### src/rtl/switching_activity_pkg.sv
// Shared types and helpers for the switching-activity monitor.
//   state_e : monitor FSM states
//   sat_add : saturating add clamped to a runtime width, returns {overflow, value}
//   DEF_*   : default widths
package switching_activity_pkg;

  localparam int unsigned DEF_N_IN  = 4;
  localparam int unsigned DEF_N_OUT = 1;
  localparam int unsigned DEF_WIN_W = 16;
  localparam int unsigned DEF_CNT_W = 20;

  // Fixed working width of sat_add; accumulator widths up to SAT_W-1 are supported.
  localparam int unsigned SAT_W = 32;

  typedef enum logic [1:0] {
    ST_IDLE   = 2'd0,
    ST_ARM    = 2'd1,
    ST_COUNT  = 2'd2,
    ST_REPORT = 2'd3
  } state_e;

  // Adds in SAT_W+1 bits, then clamps to 2^w-1; MSB of the result flags the clamp.
  function automatic logic [SAT_W:0] sat_add(input logic [SAT_W-1:0] acc,
                                             input logic [SAT_W-1:0] inc,
                                             input int unsigned      w);
    logic [SAT_W:0] sum;
    logic [SAT_W:0] lim;
    sum = {1'b0, acc} + {1'b0, inc};
    lim = ((SAT_W+1)'(1) << w) - (SAT_W+1)'(1);
    if (sum > lim) begin
      sat_add = {1'b1, lim[SAT_W-1:0]};
    end else begin
      sat_add = {1'b0, sum[SAT_W-1:0]};
    end
  endfunction

endpackage

### src/rtl/switching_activity_monitor_act_hamming.sv
// Combinational Hamming distance between two W-bit vectors.
//   a, b   : vectors to compare
//   dist_c : popcount(a ^ b), $clog2(W+1) bits
module act_hamming #(
  parameter  int unsigned W  = 4,
  localparam int unsigned DW = $clog2(W + 1)
) (
  input  logic [W-1:0]  a,
  input  logic [W-1:0]  b,
  output logic [DW-1:0] dist_c
);

  logic [W-1:0] diff_c;

  assign diff_c = a ^ b;

  // Bit-serial popcount; small W keeps this a shallow adder tree after synthesis.
  always_comb begin
    dist_c = '0;
    for (int i = 0; i < int'(W); i++) begin
      dist_c = dist_c + DW'(diff_c[i]);
    end
  end

endmodule

### src/rtl/switching_activity_monitor.sv
// Switching-activity monitor: counts input/output bit toggles between consecutive
// valid samples over a programmed number of transitions and reports the totals
// through a valid/ready handshake.
// Optional macro SWITCHING_ACTIVITY_PEAK_EN adds peak_out_toggles (max per-sample
// output Hamming distance in the window).
// Ports:
//   clk, rst_n                : clock, asynchronous active-low reset
//   start, window_len         : begin a window; length latched on accepted start (0 -> 1)
//   sample_valid, in_bits,
//   out_bits                  : sampled sub-circuit vector
//   busy                      : not IDLE
//   rpt_valid, rpt_ready      : report handshake
//   in_toggles, out_toggles   : saturating toggle accumulators
//   sat                       : an accumulator clamped this window
//   peak_out_toggles          : (macro only) peak output distance
module switching_activity_monitor
  import switching_activity_pkg::*;
#(
  parameter  int unsigned N_IN   = DEF_N_IN,
  parameter  int unsigned N_OUT  = DEF_N_OUT,
  parameter  int unsigned WIN_W  = DEF_WIN_W,
  parameter  int unsigned CNT_W  = DEF_CNT_W,
  localparam int unsigned IN_DW  = $clog2(N_IN + 1),
  localparam int unsigned OUT_DW = $clog2(N_OUT + 1)
) (
  input  logic              clk,
  input  logic              rst_n,
  input  logic              start,
  input  logic [WIN_W-1:0]  window_len,
  input  logic              sample_valid,
  input  logic [N_IN-1:0]   in_bits,
  input  logic [N_OUT-1:0]  out_bits,
  output logic              busy,
  output logic              rpt_valid,
  input  logic              rpt_ready,
  output logic [CNT_W-1:0]  in_toggles,
  output logic [CNT_W-1:0]  out_toggles,
`ifdef SWITCHING_ACTIVITY_PEAK_EN
  output logic [OUT_DW-1:0] peak_out_toggles,
`endif
  output logic              sat
);

  state_e             state_q, state_d;
  logic [WIN_W-1:0]   win_len_q, win_len_d;
  logic [WIN_W-1:0]   cnt_q, cnt_d;
  logic [N_IN-1:0]    base_in_q, base_in_d;
  logic [N_OUT-1:0]   base_out_q, base_out_d;
  logic [CNT_W-1:0]   in_tog_q, in_tog_d;
  logic [CNT_W-1:0]   out_tog_q, out_tog_d;
  logic               sat_q, sat_d;
  logic               busy_q, busy_d;
  logic               rpt_valid_q, rpt_valid_d;
  logic [OUT_DW-1:0]  peak_q, peak_d;

  logic [IN_DW-1:0]   in_dist_c;
  logic [OUT_DW-1:0]  out_dist_c;
  logic [SAT_W:0]     in_sum_c;
  logic [SAT_W:0]     out_sum_c;
  logic               unused_sum_hi_c;

  act_hamming #(.W(N_IN)) u_in_ham (
    .a      (in_bits),
    .b      (base_in_q),
    .dist_c (in_dist_c)
  );

  act_hamming #(.W(N_OUT)) u_out_ham (
    .a      (out_bits),
    .b      (base_out_q),
    .dist_c (out_dist_c)
  );

  assign in_sum_c  = sat_add(SAT_W'(in_tog_q),  SAT_W'(in_dist_c),  CNT_W);
  assign out_sum_c = sat_add(SAT_W'(out_tog_q), SAT_W'(out_dist_c), CNT_W);

  // Clamped value always fits CNT_W; upper working bits are structurally zero.
  assign unused_sum_hi_c = ^{in_sum_c[SAT_W-1:CNT_W], out_sum_c[SAT_W-1:CNT_W]};

  // Next-state and datapath updates.
  always_comb begin
    state_d    = state_q;
    win_len_d  = win_len_q;
    cnt_d      = cnt_q;
    base_in_d  = base_in_q;
    base_out_d = base_out_q;
    in_tog_d   = in_tog_q;
    out_tog_d  = out_tog_q;
    sat_d      = sat_q;
    peak_d     = peak_q;

    unique case (state_q)
      ST_IDLE: begin
        if (start) begin
          win_len_d = (window_len == '0) ? WIN_W'(1) : window_len;
          cnt_d     = '0;
          in_tog_d  = '0;
          out_tog_d = '0;
          sat_d     = 1'b0;
          peak_d    = '0;
          state_d   = ST_ARM;
        end
      end
      ST_ARM: begin
        // First valid sample only establishes the baseline.
        if (sample_valid) begin
          base_in_d  = in_bits;
          base_out_d = out_bits;
          state_d    = ST_COUNT;
        end
      end
      ST_COUNT: begin
        if (sample_valid) begin
          base_in_d  = in_bits;
          base_out_d = out_bits;
          in_tog_d   = in_sum_c[CNT_W-1:0];
          out_tog_d  = out_sum_c[CNT_W-1:0];
          sat_d      = sat_q | in_sum_c[SAT_W] | out_sum_c[SAT_W];
          if (out_dist_c > peak_q) begin
            peak_d = out_dist_c;
          end
          cnt_d = cnt_q + WIN_W'(1);
          if (cnt_d == win_len_q) begin
            state_d = ST_REPORT;
          end
        end
      end
      ST_REPORT: begin
        if (rpt_valid_q && rpt_ready) begin
          state_d = ST_IDLE;
        end
      end
      default: state_d = ST_IDLE;
    endcase

    busy_d      = (state_d != ST_IDLE);
    rpt_valid_d = (state_d == ST_REPORT);
  end

  // State and output registers.
  always_ff @(posedge clk or negedge rst_n) begin
    if (!rst_n) begin
      state_q     <= ST_IDLE;
      win_len_q   <= '0;
      cnt_q       <= '0;
      base_in_q   <= '0;
      base_out_q  <= '0;
      in_tog_q    <= '0;
      out_tog_q   <= '0;
      sat_q       <= 1'b0;
      busy_q      <= 1'b0;
      rpt_valid_q <= 1'b0;
      peak_q      <= '0;
    end else begin
      state_q     <= state_d;
      win_len_q   <= win_len_d;
      cnt_q       <= cnt_d;
      base_in_q   <= base_in_d;
      base_out_q  <= base_out_d;
      in_tog_q    <= in_tog_d;
      out_tog_q   <= out_tog_d;
      sat_q       <= sat_d;
      busy_q      <= busy_d;
      rpt_valid_q <= rpt_valid_d;
      peak_q      <= peak_d;
    end
  end

  assign busy        = busy_q;
  assign rpt_valid   = rpt_valid_q;
  assign in_toggles  = in_tog_q;
  assign out_toggles = out_tog_q;
  assign sat         = sat_q;

`ifdef SWITCHING_ACTIVITY_PEAK_EN
  assign peak_out_toggles = peak_q;
`else
  logic unused_peak_c;
  assign unused_peak_c = ^peak_q;
`endif

endmodule

### config.mk
export PLATFORM = sky130hd
export DESIGN_NAME = switching_activity_monitor
export DESIGN_NICKNAME = d
export VERILOG_FILES = /design/src/rtl/switching_activity_pkg.sv /design/src/rtl/switching_activity_monitor_act_hamming.sv /design/src/rtl/switching_activity_monitor.sv
export SDC_FILE = /design/constraint.sdc
export NUM_CORES = 1
export LEC_CHECK = 0
export ABC_AREA = 1
export CAP_MARGIN = 25
export CORE_MARGIN = 5
export CORE_UTILIZATION = 45
export CTS_BUF_LIST = sky130_fd_sc_hd__clkbuf_8 sky130_fd_sc_hd__clkbuf_16
export DETAILED_ROUTE_END_ITERATION = 12
export GPL_TIMING_DRIVEN = 0
export PLACE_DENSITY_LB_ADDON = 0.08
export SYNTH_ARGS = -nofsm -noshare
export SYNTH_HDL_FRONTEND = slang
export SYNTH_SLANG_ARGS = --single-unit
### constraint.sdc
create_clock -name clk -period 3.4 [get_ports clk]
set_input_delay 0.51 -clock clk [delete_from_list [all_inputs] [get_ports clk]]
set_output_delay 0.51 -clock clk [all_outputs]
set_load 0.01 [all_outputs]
==> impl_metrics.yaml, run 1 <==
run_status:
  status: "completed"
power:
  vdd_drop_max_mv: 0.280
  p_leak_nw: 2.86
  p_per_area_nw_per_um2: 518
timing:
  rsz0062_at_grt: "no"
  maxSlewViolCount: 0
  relSlewSlack_pct: 54.9
  finalClockSkew_ns: 0.0103
  fin_crit_sh_pct: 94.9
  worst_slack_ns: 0.172
  hold_violations: 0
  worstMarginPinSlew_ns: 0.676
  setup_violations: 0
  whs_ns: 0.0280
  max_freq_mhz: 310
  period_needed_ns: 3.23
synth:
  yosysMostFrequentCell: "nand2_1"
  yosysTopAreaCell: "dfrtp_1"
  synth_common_cells: "186 x nand2_1, 82 x dfrtp_1, 74 x inv_1, 60 x o21ai_0, 46 x nor2_1"
  netlist_instances: 635
  syn_area_per_cell_um2: 7.76
  synth.distinct_cells: 40
  ys_ff_latch: 82
  synth_edf_count: 0
  synth_ff_type: "dfrtp_1"
  yosys_warnings: 0
  synth_area_leaders: "dfrtp_1 42%, nand2_1 14%, o21ai_0 6.1%"
  synth_area_um2: 4930
  synth_top_area_share_pct: 41.6
  yosysSeqAreaShare_pct: 41.6
  synthArstFlopShare_pct: 100
  synth_fp_nets: 675
place:
  placedCellCount: 843
  placed_area_um2: 5800
  place_hpwl_um: 9020
  port_buffers: 67
  pre_cts_slack_ns: -0.558
  place.gp.congestion: 0.901
clock_tree:
  cts_root_buffer: "clkbuf_8"
  insertion_delay_ns: 0.36
  cts_buffers: 9
  max-clock-path-buffers: 2
  cts_tree: "built"
  clk_pin_slew_ns: 0.09
  cts_sinks: 82
  htreeDepth: 3
layout:
  fin_util_pct: 56.3
  design_area_um2: 6080
  drive_gt1_share_pct: 9.09
  synthToLayoutAreaGrowth_pct: 23.4
  nNetsFinal: 761
  antenna_cells: 0
  instances_no_fill: 866
worst_setup_path:
  reg2reg_to: "in_toggles[16]$_DFFE_PN0P_"
  critPathBufInv: 5
  worst-setup-path-type: "input pin to flip-flop"
  reg2reg_depth: 18
  ff2ff_setup_slack_ns: 0.19
  start_kind: "input pin"
  crit_slowest_cell: "fa_1"
  crit_chain: "dlygate4sd2_1, xor2_1, ha_1, inv_1, fa_1, inv_1, ha_1, fa_1, nand2_1, nand2_2, nand2_2, nor3_4, nand2_2, nor3_4, buf_4, buf_4, xor2_1, o21ai_0, o21ai_0"
  rr_startpoint: "base_in_q[0]$_DFFE_PN0P_"
  slowest_delay_ns: 0.41
  crit_family: "adder cells"
  worstPathRequired_ns: 3.63
  end_kind: "flip-flop"
  crit_arrival_ns: 3.46
  cp_max_fo: 3
  path_common_cell: "nand2_2"
routing:
  dr.pass1.iters: 5
  drt_wl_total_um: 12200
  detail-route-antenna-nets: 0
  drc: 0
  via_count: 4486
  drt_iter0_markers: 166
  drt-vias-per-instance: 5.18
  wl_per_cell_um: 14.1
global_route:
  grt_pass1_vias: 4375
  gr-total-overflow: 0
  grt_start_max_net_pins: 63
  antenna_found_initial: 0
  grt_use_total_pct: 19.5
  grt_pass1_wl_um: 20600
floorplan:
  core_area_um2: 10800
  die_h_um: 115
  ioPinCount: 69
  initial_core_util_pct: 45.7
  std_cell_rows: 38
  die_area_um2: 13100
  die_x_um: 115
run:
  drv_cap: 0
min_path:
  hp-class: "input pin to async pin"
==> cells by family (layout without fill, tap and decap cells) <==
kind of cell / Yosys count / after routing / synth area share [%]
compound gates: 99 / 99 / 11.1
simple gates: 305 / 305 / 27.5
mux: 14 / 14 / 3.20
xor+xnor: 29 / 29 / 5.43
buf+inv: 92 / 183 / 7.29
fa+ha+maj: 14 / 14 / 3.86
flops: 82 / 82 / 41.6
==> timing repair <==
action	4_1_cts	5_1_grt
endpoints found under the setup margin	18	21
gates resized for setup	13	1
pin swaps	6	3
gates cloned	1	0
setup buffers	5	1
hold buffers	0	0
==> layout by cell type, fill, tap and decap left out, types with 4 or more instances in the layout <==
cell type / instances
a21oi_1: 12
buf_4: 7
clkbuf_1: 11
clkbuf_8: 11
clkdlybuf4s50_1: 64
dfrtp_1: 82
ha_1: 11
inv_1: 74
mux2_2: 14
nand2_1: 183
nand3_1: 35
nand3b_1: 5
nand4_1: 7
nor2_1: 46
nor3_1: 6
nor4_1: 5
o21ai_0: 57
o21ai_1: 7
o22ai_1: 11
xnor2_1: 4
xor2_1: 24
==> sequential cells by signal, indices dropped and copies added (netlist names) <==
| signal | cells |
|---|---|
| in_toggles | 20 |
| out_toggles | 20 |
| cnt_q | 16 |
| win_len_q | 16 |
| base_in_q | 4 |
| state_q | 2 |
| base_out_q | 1 |
| busy | 1 |
| rpt_valid | 1 |
| sat | 1 |
==> through the flow <==
stage	power, mW	setup TNS, ns
global route	3.40	0
CTS	3.18	0
floorplan	2.04	0
detailed placement	2.43	-9.97
global placement	2.39	-111.07
finish	3.15	0
==> worst max path at each step <==
stage	endpoint	depth (start not counted)	start	slack, ns
3_5_place_dp	in_toggles[6]$_DFFE_PN0P_	19	in_bits[1]	-0.56
6_report	in_toggles[16]$_DFFE_PN0P_	19	in_bits[1]	0.17
3_3_place_gp	busy$_DFF_PN0_	1	rst_n	-1.25
4_1_cts	in_toggles[6]$_DFFE_PN0P_	19	in_bits[1]	0.15
5_1_grt	in_toggles[3]$_DFFE_PN0P_	18	base_in_q[0]$_DFFE_PN0P_	0.004
2_1_floorplan	in_toggles[16]$_DFFE_PN0P_	18	in_bits[0]	0.27
==> cell type report <==
class | count | area [µm²]
plain buffers | 16 | 77.6
clock inverters | 5 | 52.6
repair buffers | 75 | 749
clock buffers | 11 | 151
flip-flops and latches | 82 | 2050
well taps | 140 | 175
multi-input cells | 461 | 2540
inverters | 76 | 285
fillers | 1037 | 4710
==> where the power goes <==
group	switching [mW]	internal (mW)	total, mW
combinational	0.627	0.474	1.10
sequential	0.149	1.16	1.30
clock	0.369	0.376	0.746
total	1.15	2.01	3.15
==> per-layer routing <==
layer,GRT usage [%],routed length [µm],vias to the layer above
met2,33.2,5920,109
met1,25.5,5490,2122
met5,0,0,-
li1,-,-,2240
met4,6.25,197,0
met3,2.70,560,15
(Power assumes the default switching activity.)
==> run 2: changes to the inputs <==
--- a/config.mk
+++ b/config.mk
@@ -12,6 +12,7 @@
 export CTS_BUF_LIST = sky130_fd_sc_hd__clkbuf_8 sky130_fd_sc_hd__clkbuf_16
 export DETAILED_ROUTE_END_ITERATION = 12
 export GPL_TIMING_DRIVEN = 0
+export MAX_ROUTING_LAYER = met4
 export PLACE_DENSITY_LB_ADDON = 0.08
 export SYNTH_ARGS = -nofsm -noshare
 export SYNTH_HDL_FRONTEND = slang
==> run 2 against run 1 <==
Against the previous run: worst setup slack improved by 0.020 ns; largest power group unchanged; flip-flop and latch count is the same; first-iteration DRC count up 45%; largest cell class unchanged; critical path depth did not move; fmax increased by 0.63%; total power is 3.3% higher; register-to-register slack improved by 0.03 ns; die area is the same; highest routed layer unchanged; combinational power hardly changed; critical path type unchanged; final cell count down 0.23%; final area grew 0.47%.
==> impl_metrics.yaml, run 2 (synthesis gave the netlist of run 1 again) <==
run_status:
  status: "completed"
routing:
  dr.pass1.iters: 5
  via_count: 4463
  drc: 0
  wl_met1_um: 5460
  drt_wl_total_um: 12100
  wl_met3_um: 586
  drt-vias-per-instance: 5.17
  drt_iter0_markers: 240
  dr.max_layer_used: "met4"
  detail-route-antenna-nets: 0
  wl_met2_um: 5810
  wl_per_cell_um: 14.1
worst_setup_path:
  path_common_cell: "nand2_2"
  cp_max_fo: 5
  crit_arrival_ns: 3.45
  ff2ff_setup_slack_ns: 0.22
  rr_startpoint: "base_in_q[0]$_DFFE_PN0P_"
  crit_slowest_cell: "fa_1"
  start_kind: "input pin"
  worstPathRequired_ns: 3.64
  slowest_delay_ns: 0.41
  critPathLaunch: "in_bits[0]"
  end_kind: "flip-flop"
  worst-setup-path-type: "input pin to flip-flop"
  critPathBufInv: 4
  crit_chain: "dlygate4sd2_1, xor2_1, ha_1, inv_1, fa_1, inv_1, ha_1, fa_1, nand2_1, nand2_2, nand2_2, nor3_4, nand2_2, nor3_4, nand3_2, nor2_4, buf_4, o31ai_1, o21ai_1"
  crit_family: "adder cells"
power:
  p_int_mw: 2.11
  power_frac_seq_pct: 40.0
  vdd_drop_max_mv: 0.308
  swShare_pct: 35.1
  p_leak_nw: 2.86
  totalPowerFinal_mw: 3.25
  combPwrFrac_pct: 33.5
  p_sw_mw: 1.14
  power_frac_clock_pct: 26.5
  p_per_area_nw_per_um2: 533
place:
  port_buffers: 67
  place.gp.congestion: 0.914
  place_hpwl_um: 9030
floorplan:
  initial_core_util_pct: 45.7
  die_area_um2: 13100
  core_area_um2: 10800
  die_h_um: 115
  die_x_um: 115
  std_cell_rows: 38
  ioPinCount: 69
layout:
  antenna_cells: 0
  fin_util_pct: 56.6
  synthToLayoutAreaGrowth_pct: 24.0
  final_cell_mix: "183 x nand2_1, 82 x dfrtp_1, 74 x inv_1"
  layout_commonest_cell: "nand2_1"
  drive_gt1_share_pct: 8.84
  nNetsFinal: 759
timing:
  finalClockSkew_ns: 0.00791
  period_needed_ns: 3.21
  relSlewSlack_pct: 57.9
  hold_violations: 0
  worstMarginPinSlew_ns: 0.632
  maxSlewViolCount: 0
  max_freq_mhz: 312
  setup_violations: 0
  setup-tns-final_ns: 0
  rsz0062_at_grt: "no"
  fin_crit_sh_pct: 94.4
global_route:
  grt_pass1_vias: 4321
  grt_pass1_wl_um: 20400
  grt_use_total_pct: 20.0
  gr-total-overflow: 0
  antenna_found_initial: 0
  grt_start_max_net_pins: 47
clock_tree:
  cts_tree: "built"
  insertion_delay_ns: 0.37
  clk_pin_slew_ns: 0.09
  cts_buffers: 9
  cts_sinks: 82
  htreeDepth: 3
  cts_root_buffer: "clkbuf_8"
  max-clock-path-buffers: 2
  ctsHoldBuffers: 0
run:
  drv_cap: 0
min_path:
  hp-class: "input pin to async pin"
-- run 2: final cells by class --
cell class,instances,area [µm²]
buffer,16,77.6
fill,1007,4680
inverter,76,288
tap,140,175
clock inverter,7,118
sequential,82,2050
multi-input combinational,461,2540
clock buffer,9,124
timing repair buffer,73,738
-- run 2: final timing paths --
check                                              end  depth (start not counted)
max                          in_toggles[8]$_DFFE_PN0P_                         19
min                        out_toggles[19]$_DFFE_PN0P_                          1
max reg2reg                  in_toggles[8]$_DFFE_PN0P_                         18
min reg2reg                   win_len_q[8]$_DFFE_PN0P_                          2
max in group asynchronous    in_toggles[6]$_DFFE_PN0P_                          2
min in group clk              win_len_q[8]$_DFFE_PN0P_                          2
-- run 2: power groups by stage --
| stage | Sequential, mW | Combinational [mW] | Clock, mW |
|---|---|---|---|
| detailed placement | 1.32 | 1.11 | 0 |
| finish | 1.30 | 1.09 | 0.863 |
| CTS | 1.30 | 1.11 | 0.887 |
| global placement | 1.31 | 1.07 | 0 |
| floorplan | 1.29 | 0.748 | 0 |
| global route | 1.33 | 1.25 | 0.927 |
-- run 2: worst register-to-register path, stage by stage (launching register included) --
cell	delay [ns]
dfrtp_1	0.39
xor2_1	0.15
ha_1	0.28
inv_1	0.05
fa_1	0.37
inv_1	0.06
ha_1	0.25
fa_1	0.41
nand2_1	0.10
nand2_2	0.07
nand2_2	0.13
nor3_4	0.05
nand2_2	0.10
nor3_4	0.05
nand3_2	0.10
nor2_4	0.07
buf_4	0.14
o31ai_1	0.19
o21ai_1	0.10
-- run 2: repair_timing --
action / in CTS / in global routing
setup buffers: 4 / 0
gates cloned: 1 / 0
endpoints found under the setup margin: 21 / 21
pin swaps: 7 / 3
resized for setup: 14 / 2
-- run 2: through the flow --
| step | cells | area [µm²] | worst slack, ns | hold slack (ns) |
|---|---|---|---|---|
| 2_1_floorplan | 635 | 4930 | 0.267 | 0.214 |
| 5_1_grt | 864 | 6110 | 0.0196 | 0.129 |
| 4_1_cts | 864 | 6110 | 0.0796 | 0.111 |
| 6_report | 864 | 6110 | 0.192 | 0.0957 |
| 3_5_place_dp | 843 | 5800 | -0.607 | 0.487 |
| 3_3_place_gp | 842 | 5770 | -1.26 | 0.465 |
-- run 2: layer usage --
layer / track usage [%] / vias up
li1: - / 2235
met1: 24.9 / 2092
met2: 32.6 / 116
met3: 2.54 / 20
met4: 8.55 / 0
met5: - / -
